`src/rtl/adder_serial_arb_pkg.sv`:
```
// adder_serial_arb_pkg: shared types and elaboration helpers for the nibble-serial adder.
//   state_e    - controller state encoding (idle, nibble run, result hold)
//   nib_count  - number of 4-bit steps for a given operand width
//   idx_width  - bits needed for the nibble index, never less than one
//   width_ok   - legality check for the operand width
package adder_serial_arb_pkg;

    typedef enum logic [1:0] {
        StIdle = 2'd0,
        StRun  = 2'd1,
        StDone = 2'd2
    } state_e;

    localparam int unsigned NibBits = 4;

    function automatic int unsigned nib_count(input int unsigned width);
        return width / NibBits;
    endfunction

    // ceil(log2(nib)) clamped to a minimum of 1 so a single-step index still has a bit.
    function automatic int unsigned idx_width(input int unsigned nib);
        int unsigned w;
        w = 1;
        while ((32'd1 << w) < nib) begin
            w = w + 1;
        end
        return w;
    endfunction

    function automatic bit width_ok(input int unsigned width);
        return (width >= NibBits) && ((width % NibBits) == 0);
    endfunction

endpackage

```
`src/rtl/adder_serial_arb_if.sv`:
```
// adder_serial_arb_if: request/response bundle between two clients and the shared adder.
//   req0_* / req1_* - valid/ready request channels carrying operands a, b and carry-in
//   resp_*          - valid/ready response channel with {carry_out, sum} and owner id
// Modports: master = client/consumer side, slave = adder side.
interface adder_serial_arb_if #(
    parameter int unsigned WIDTH = 16
) ();

    logic             req0_valid;
    logic             req0_ready;
    logic [WIDTH-1:0] req0_a;
    logic [WIDTH-1:0] req0_b;
    logic             req0_cin;

    logic             req1_valid;
    logic             req1_ready;
    logic [WIDTH-1:0] req1_a;
    logic [WIDTH-1:0] req1_b;
    logic             req1_cin;

    logic             resp_valid;
    logic             resp_ready;
    logic [WIDTH:0]   resp_sum;
    logic             resp_id;

    modport master (
        output req0_valid, req0_a, req0_b, req0_cin,
        input  req0_ready,
        output req1_valid, req1_a, req1_b, req1_cin,
        input  req1_ready,
        input  resp_valid, resp_sum, resp_id,
        output resp_ready
    );

    modport slave (
        input  req0_valid, req0_a, req0_b, req0_cin,
        output req0_ready,
        input  req1_valid, req1_a, req1_b, req1_cin,
        output req1_ready,
        output resp_valid, resp_sum, resp_id,
        input  resp_ready
    );

endinterface

```
`src/rtl/adder_serial_arb_cla4.sv`:
```
// adder_serial_arb_cla4: 4-bit carry-lookahead adder slice.
//   cin - carry into bit 0
//   in1 - first 4-bit operand
//   in2 - second 4-bit operand
//   out - {carry_out, sum[3:0]}
module adder_serial_arb_cla4 (
    input  logic       cin,
    input  logic [3:0] in1,
    input  logic [3:0] in2,
    output logic [4:0] out
);

    logic [3:0] g;
    logic [3:0] p;
    logic [4:0] c;

    assign g = in1 & in2;
    assign p = in1 ^ in2;

    assign c[0] = cin;
    assign c[1] = g[0] | (p[0] & cin);
    assign c[2] = g[1] | (p[1] & g[0]) | (p[1] & p[0] & cin);
    assign c[3] = g[2] | (p[2] & g[1]) | (p[2] & p[1] & g[0]) | (p[2] & p[1] & p[0] & cin);
    assign c[4] = g[3] | (p[3] & g[2]) | (p[3] & p[2] & g[1]) | (p[3] & p[2] & p[1] & g[0])
                | (p[3] & p[2] & p[1] & p[0] & cin);

    assign out = {c[4], p ^ c[3:0]};

endmodule

```
`src/rtl/adder_serial_arb.sv`:
```
// adder_serial_arb: two-client round-robin front end for a nibble-serial WIDTH-bit adder.
// One operation is accepted at a time, summed 4 bits per cycle LSB first through a
// single shared CLA slice, then held until the consumer takes it.
//   clk  - rising-edge clock
//   rst  - synchronous active-high reset
//   bus  - request/response bundle (slave side)
//   busy - high while an operation is running or its result is being held
module adder_serial_arb
    import adder_serial_arb_pkg::*;
#(
    parameter int unsigned WIDTH = 16
) (
    input  logic              clk,
    input  logic              rst,
    adder_serial_arb_if.slave bus,
    output logic              busy
);

    localparam int unsigned     NIB     = nib_count(WIDTH);
    localparam int unsigned     IdxW    = idx_width(NIB);
    localparam logic [IdxW-1:0] LastIdx = IdxW'(NIB - 1);

    if (!width_ok(WIDTH)) begin : g_width_check
        $error("adder_serial_arb: WIDTH must be a multiple of 4 and at least 4");
    end

    state_e           state_q, state_d;
    logic [WIDTH-1:0] a_q, a_d;
    logic [WIDTH-1:0] b_q, b_d;
    logic [WIDTH:0]   sum_q, sum_d;
    logic             id_q, id_d;
    logic             carry_q, carry_d;
    logic [IdxW-1:0]  idx_q, idx_d;
    logic             last_q, last_d;

    logic             grant_id;
    logic [3:0]       nib_a;
    logic [3:0]       nib_b;
    logic [4:0]       slice_out;

    // With both requesting, the one not served last wins; otherwise the lone requester.
    assign grant_id = (bus.req0_valid & bus.req1_valid) ? ~last_q : bus.req1_valid;

    assign bus.req0_ready = (state_q == StIdle) & bus.req0_valid & ~grant_id;
    assign bus.req1_ready = (state_q == StIdle) & bus.req1_valid & grant_id;

    assign bus.resp_valid = (state_q == StDone);
    assign bus.resp_sum   = sum_q;
    assign bus.resp_id    = id_q;
    assign busy           = (state_q != StIdle);

    always_comb begin
        nib_a = '0;
        nib_b = '0;
        for (int unsigned i = 0; i < NIB; i++) begin
            if (idx_q == IdxW'(i)) begin
                nib_a = a_q[4*i +: 4];
                nib_b = b_q[4*i +: 4];
            end
        end
    end

    adder_serial_arb_cla4 u_slice (
        .cin (carry_q),
        .in1 (nib_a),
        .in2 (nib_b),
        .out (slice_out)
    );

    always_comb begin
        state_d = state_q;
        a_d     = a_q;
        b_d     = b_q;
        sum_d   = sum_q;
        id_d    = id_q;
        carry_d = carry_q;
        idx_d   = idx_q;
        last_d  = last_q;

        unique case (state_q)
            StIdle: begin
                if (bus.req0_ready | bus.req1_ready) begin
                    a_d     = bus.req1_ready ? bus.req1_a : bus.req0_a;
                    b_d     = bus.req1_ready ? bus.req1_b : bus.req0_b;
                    carry_d = bus.req1_ready ? bus.req1_cin : bus.req0_cin;
                    id_d    = bus.req1_ready;
                    last_d  = bus.req1_ready;
                    idx_d   = '0;
                    state_d = StRun;
                end
            end
            StRun: begin
                for (int unsigned i = 0; i < NIB; i++) begin
                    if (idx_q == IdxW'(i)) begin
                        sum_d[4*i +: 4] = slice_out[3:0];
                    end
                end
                carry_d = slice_out[4];
                idx_d   = idx_q + 1'b1;
                if (idx_q == LastIdx) begin
                    sum_d[WIDTH] = slice_out[4];
                    state_d      = StDone;
                end
            end
            StDone: begin
                if (bus.resp_ready) begin
                    state_d = StIdle;
                end
            end
            default: state_d = StIdle;
        endcase
    end

    always_ff @(posedge clk) begin
        if (rst) begin
            state_q <= StIdle;
            a_q     <= '0;
            b_q     <= '0;
            sum_q   <= '0;
            id_q    <= 1'b0;
            carry_q <= 1'b0;
            idx_q   <= '0;
            last_q  <= 1'b1;  // requester 0 wins the first tie
        end else begin
            state_q <= state_d;
            a_q     <= a_d;
            b_q     <= b_d;
            sum_q   <= sum_d;
            id_q    <= id_d;
            carry_q <= carry_d;
            idx_q   <= idx_d;
            last_q  <= last_d;
        end
    end

endmodule

```
`src/flat_wrapper.sv`:
```
// flat-port wrapper written by rule: the top's interface ports become plain ports
module adder_serial_arb_flat import adder_serial_arb_pkg::*;
#(
    parameter int unsigned WIDTH = 16
)
  (clk, rst, busy, bus_req0_valid, bus_req0_a, bus_req0_b, bus_req0_cin, bus_req0_ready, bus_req1_valid, bus_req1_a, bus_req1_b, bus_req1_cin, bus_req1_ready, bus_resp_valid, bus_resp_sum, bus_resp_id, bus_resp_ready);
  adder_serial_arb_if #(.WIDTH(WIDTH)) bus_i ();
  input  logic clk;
  input  logic rst;
  output logic busy;
  input wire logic [$bits(bus_i.req0_valid)-1:0] bus_req0_valid;
  input wire logic [$bits(bus_i.req0_a)-1:0] bus_req0_a;
  input wire logic [$bits(bus_i.req0_b)-1:0] bus_req0_b;
  input wire logic [$bits(bus_i.req0_cin)-1:0] bus_req0_cin;
  output wire logic [$bits(bus_i.req0_ready)-1:0] bus_req0_ready;
  input wire logic [$bits(bus_i.req1_valid)-1:0] bus_req1_valid;
  input wire logic [$bits(bus_i.req1_a)-1:0] bus_req1_a;
  input wire logic [$bits(bus_i.req1_b)-1:0] bus_req1_b;
  input wire logic [$bits(bus_i.req1_cin)-1:0] bus_req1_cin;
  output wire logic [$bits(bus_i.req1_ready)-1:0] bus_req1_ready;
  output wire logic [$bits(bus_i.resp_valid)-1:0] bus_resp_valid;
  output wire logic [$bits(bus_i.resp_sum)-1:0] bus_resp_sum;
  output wire logic [$bits(bus_i.resp_id)-1:0] bus_resp_id;
  input wire logic [$bits(bus_i.resp_ready)-1:0] bus_resp_ready;
  assign bus_i.req0_valid = bus_req0_valid;
  assign bus_i.req0_a = bus_req0_a;
  assign bus_i.req0_b = bus_req0_b;
  assign bus_i.req0_cin = bus_req0_cin;
  assign bus_req0_ready = bus_i.req0_ready;
  assign bus_i.req1_valid = bus_req1_valid;
  assign bus_i.req1_a = bus_req1_a;
  assign bus_i.req1_b = bus_req1_b;
  assign bus_i.req1_cin = bus_req1_cin;
  assign bus_req1_ready = bus_i.req1_ready;
  assign bus_resp_valid = bus_i.resp_valid;
  assign bus_resp_sum = bus_i.resp_sum;
  assign bus_resp_id = bus_i.resp_id;
  assign bus_i.resp_ready = bus_resp_ready;
  adder_serial_arb #(.WIDTH(WIDTH)) u_core (.clk(clk), .rst(rst), .bus(bus_i), .busy(busy));
endmodule
```
`config.mk`:
```
export PLATFORM = sky130hd
export DESIGN_NAME = adder_serial_arb_flat
export DESIGN_NICKNAME = d
export VERILOG_FILES = /design/src/rtl/adder_serial_arb_pkg.sv /design/src/rtl/adder_serial_arb_if.sv /design/src/rtl/adder_serial_arb_cla4.sv /design/src/rtl/adder_serial_arb.sv /design/src/flat_wrapper.sv
export SDC_FILE = /design/constraint.sdc
export NUM_CORES = 1
export LEC_CHECK = 0
export ABC_AREA = 1
export CORE_MARGIN = 5
export CORE_UTILIZATION = 42
export DETAILED_ROUTE_END_ITERATION = 8
export GPL_ROUTABILITY_DRIVEN = 0
export GPL_TIMING_DRIVEN = 0
export HOLD_SLACK_MARGIN = 0.03
export PLACE_DENSITY = 0.77
export SLEW_MARGIN = 20
export SYNTH_ARGS = -nofsm -noshare
export SYNTH_HDL_FRONTEND = slang
export SYNTH_SLANG_ARGS = --single-unit
```
`constraint.sdc`:
```
create_clock -name clk -period 2.1 [get_ports clk]
set_input_delay 0.21 -clock clk [delete_from_list [all_inputs] [get_ports clk]]
set_output_delay 0.21 -clock clk [all_outputs]
set_load 0.05 [all_outputs]
```
==> metrics.yaml <==
outcome:
  status: "complete, but fails checks"
  failed_checks: "setup timing"
detailed_routing:
  wl_met3_um: 547
  top_layer_used: "met4"
  wl_per_cell_um: 14.5
  drt_iter0_drc: 138
  vias: 3163
  postRouteAntennaNets: 0
  dr_wl_met2_um: 4410
  firstDrtPassIters: 4
  wl_um: 8530
  via_per_inst: 5.37
  met1_length_um: 3410
  route.detailed.drc: 0
placed_design:
  dp_hpwl_um: 6300
  io_buffer_count: 91
  dp_cells: 569
yosys:
  synthCells: 398
  synth.net_count: 478
  synth_area_per_cell_um2: 7.11
  ys_seq_area_frac: 0.396
  yosysTopAreaCell: "dfxtp_1"
  synth_area_leaders: "dfxtp_1 40%, nand2_1 16%, o21ai_0 9.7%, a31oi_1 8.2%, inv_1 3.7%"
  syn-cell-area_um2: 2830
  yosys_warnings: 0
  ys_ff_latch: 56
  synth_top_area_frac: 0.396
  synth.distinct_cells: 25
timing:
  period_needed_ns: 2.22
  final-max-slew-violation-count: 0
  max_slew_margin: 0.663
  rsz0062_at_grt: "yes"
  fin_crit_sh: 1.06
  max_freq_mhz: 451
  fin_ws_ns: -0.118
  tightestPinTransition_ns: 0.504
  hold_ws_ns: 0.185
  hold_violations: 0
  setup_viol: 12
  finalClockSkew_ns: 0.00482
global_routing:
  grt_pass1_vias: 3075
  antenna_found_initial: 0
  grt_max_degree: 18
  grtUsageTotal: 0.196
  grt_overflow: 0
  grt_pass1_wl_um: 13700
cts:
  numCtsBuffers: 5
  htreeDepth: 2
  cts_tree: "built"
  cts_hold_buf: 0
  cts-root-buf: "clkbuf_8"
  clkTransAtPathRegs_ns: 0.10
  cts.sinks: 56
  worstSkewPairLatency_ns: 0.32
  cts_buffer_depth: 2
setup_path:
  rrSetupSlack_ns: -0.12
  path_cells: "buf_6 > ha_4 > inv_8 > buf_6 > nand2_2 > a31oi_1 > o21ai_1 > ha_1 > nand2_1 > nand2_1 > a21oi_4 > nand2_1 > nand2_2 > nand3_2 > nand2_2 > inv_1"
  cp.arrival_ns: 2.45
  slowest_delay_ns: 0.35
  required_ns: 2.33
  cpMaxStageDelayCell: "dfxtp_2"
  endpoint_kind: "register"
  rr_startpoint: "u_core.idx_q[1]"
  crit_family: "simple AND/OR/NAND/NOR gates"
  cp-startpoint: "u_core.idx_q[1]"
  critical_path_class: "register to register"
  cp_max_fo: 8
  start_kind: "register"
  critPathBufInv: 4
finish:
  final_util: 0.641
  n_antenna_cell: 0
  fillers: 608
  final_common_cell: "nand2_1"
  nets: 588
  fin_cells: 589
  area_growth_pct: 51.5
  drive_gt1_frac: 0.185
  final_cell_mix: "109 x nand2_1, 89 x clkdlybuf4s50_1, 54 x dfxtp_1"
min_path:
  hold_path.class: "primary input to register"
  hold_start: "rst"
floorplan:
  fp.dieArea_um2: 8480
  die_h_um: 92.1
  dieWidth_um: 92.1
  core_area_um2: 6680
  io_pins: 93
  start_util: 0.423
  num_rows: 30
pwr:
  power_density_nw_per_um2: 699
  leakage_nw: 1.82
  ir_worst_vdd_v: 0.000343
job:
  max_cap_violations: 0
worst paths after layout:
check                                 end  cells past startpoint
setup / recovery  u_core.bus.resp_sum[15]                     16
hold / removal     u_core.bus.resp_sum[4]                      2
setup reg to reg  u_core.bus.resp_sum[15]                     16
hold reg to reg        u_core.bus.resp_id                      2
repair_timing:
action,CTS,global route
cloned,1,0
setup buffers,14,1
pin swaps,22,15
resized for setup,41,25
setup endpoints to repair,20,19
endpoints found under the hold margin,0,0
cell usage after synthesis:
master / n
nand2_1: 118
dfxtp_1: 56
o21ai_0: 55
a31oi_1: 37
inv_1: 28
a21oi_1: 19
nand3_1: 18
buf_2: 16
nor2_1: 9
o21a_1: 9
ha_1: 8
clkbuf_1: 6
buf_6: 3
nor2_4: 3
inv_2: 2
o211ai_1: 2
buf_4: 1
clkinv_1: 1
fa_1: 1
inv_4: 1
nand2_2: 1
nand3_2: 1
nand4_1: 1
o21ai_1: 1
xor2_1: 1
metal layers:
| metal | vias to the layer above | track usage |
|---|---|---|
| met5 | - | 0 |
| met3 | 20 | 0.0468 |
| li1 | 1559 | - |
| met2 | 108 | 0.355 |
| met1 | 1476 | 0.227 |
| met4 | 0 | 0.0631 |
cell families after synthesis:
kind of cell / synth area share
and+or+nand+nor: 0.220
buffers and inverters: 0.0942
AOI/OAI and AO/OA: 0.244
DFF: 0.396
adders and majority gates: 0.0425
xor gates and xnor gates: 0.00310
worst register-to-register path, cell delays in order (launching register included):
cell	delay (ns)
dfxtp_2	0.35
buf_6	0.13
ha_4	0.18
inv_8	0.08
buf_6	0.09
nand2_2	0.03
a31oi_1	0.16
o21ai_1	0.11
ha_1	0.32
nand2_1	0.08
nand2_1	0.09
a21oi_4	0.14
nand2_1	0.08
nand2_2	0.11
nand3_2	0.09
nand2_2	0.06
inv_1	0.03
cell type report:
cell class                 count  area (um^2)  share of cell area
tap                           80          100              0.0234
buffer                        22          138              0.0321
inverter                      32          148              0.0345
clock inverter                 3         42.5             0.00993
multi-input combinational    284         1620               0.377
timing repair buffer         107         1050               0.244
sequential                    56         1130               0.263
clock buffer                   5         68.8              0.0161
flip-flops by register name, summed over array words and instances (netlist names):
register             count
u_core.a_q              16
u_core.b_q              16
u_core.carry_q           1
u_core.bus.resp_sum     17
u_core.last_q            1
u_core.idx_q             2
u_core.state_q           2
u_core.bus.resp_id       1
through the flow:
stage	total power [mW]	setup slack, ns	instance area [um^2]	setup TNS (ns)
6_report	2.99	-0.118	4290	-0.882
5_1_grt	3.14	-0.229	4290	-2.58
4_1_cts	2.90	-0.0514	4200	-0.280
3_5_place_dp	2.10	-0.379	3870	-4.84
3_3_place_gp	2.08	-0.277	3870	-3.50
2_1_floorplan	1.78	-0.00374	2860	-0.00374
power breakdown:
part           internal (mW)  switching (mW)
registers               1.16          0.0640
clock network          0.353           0.363
logic                  0.461           0.588
total                   1.98            1.02
(Power assumes the default switching activity.)
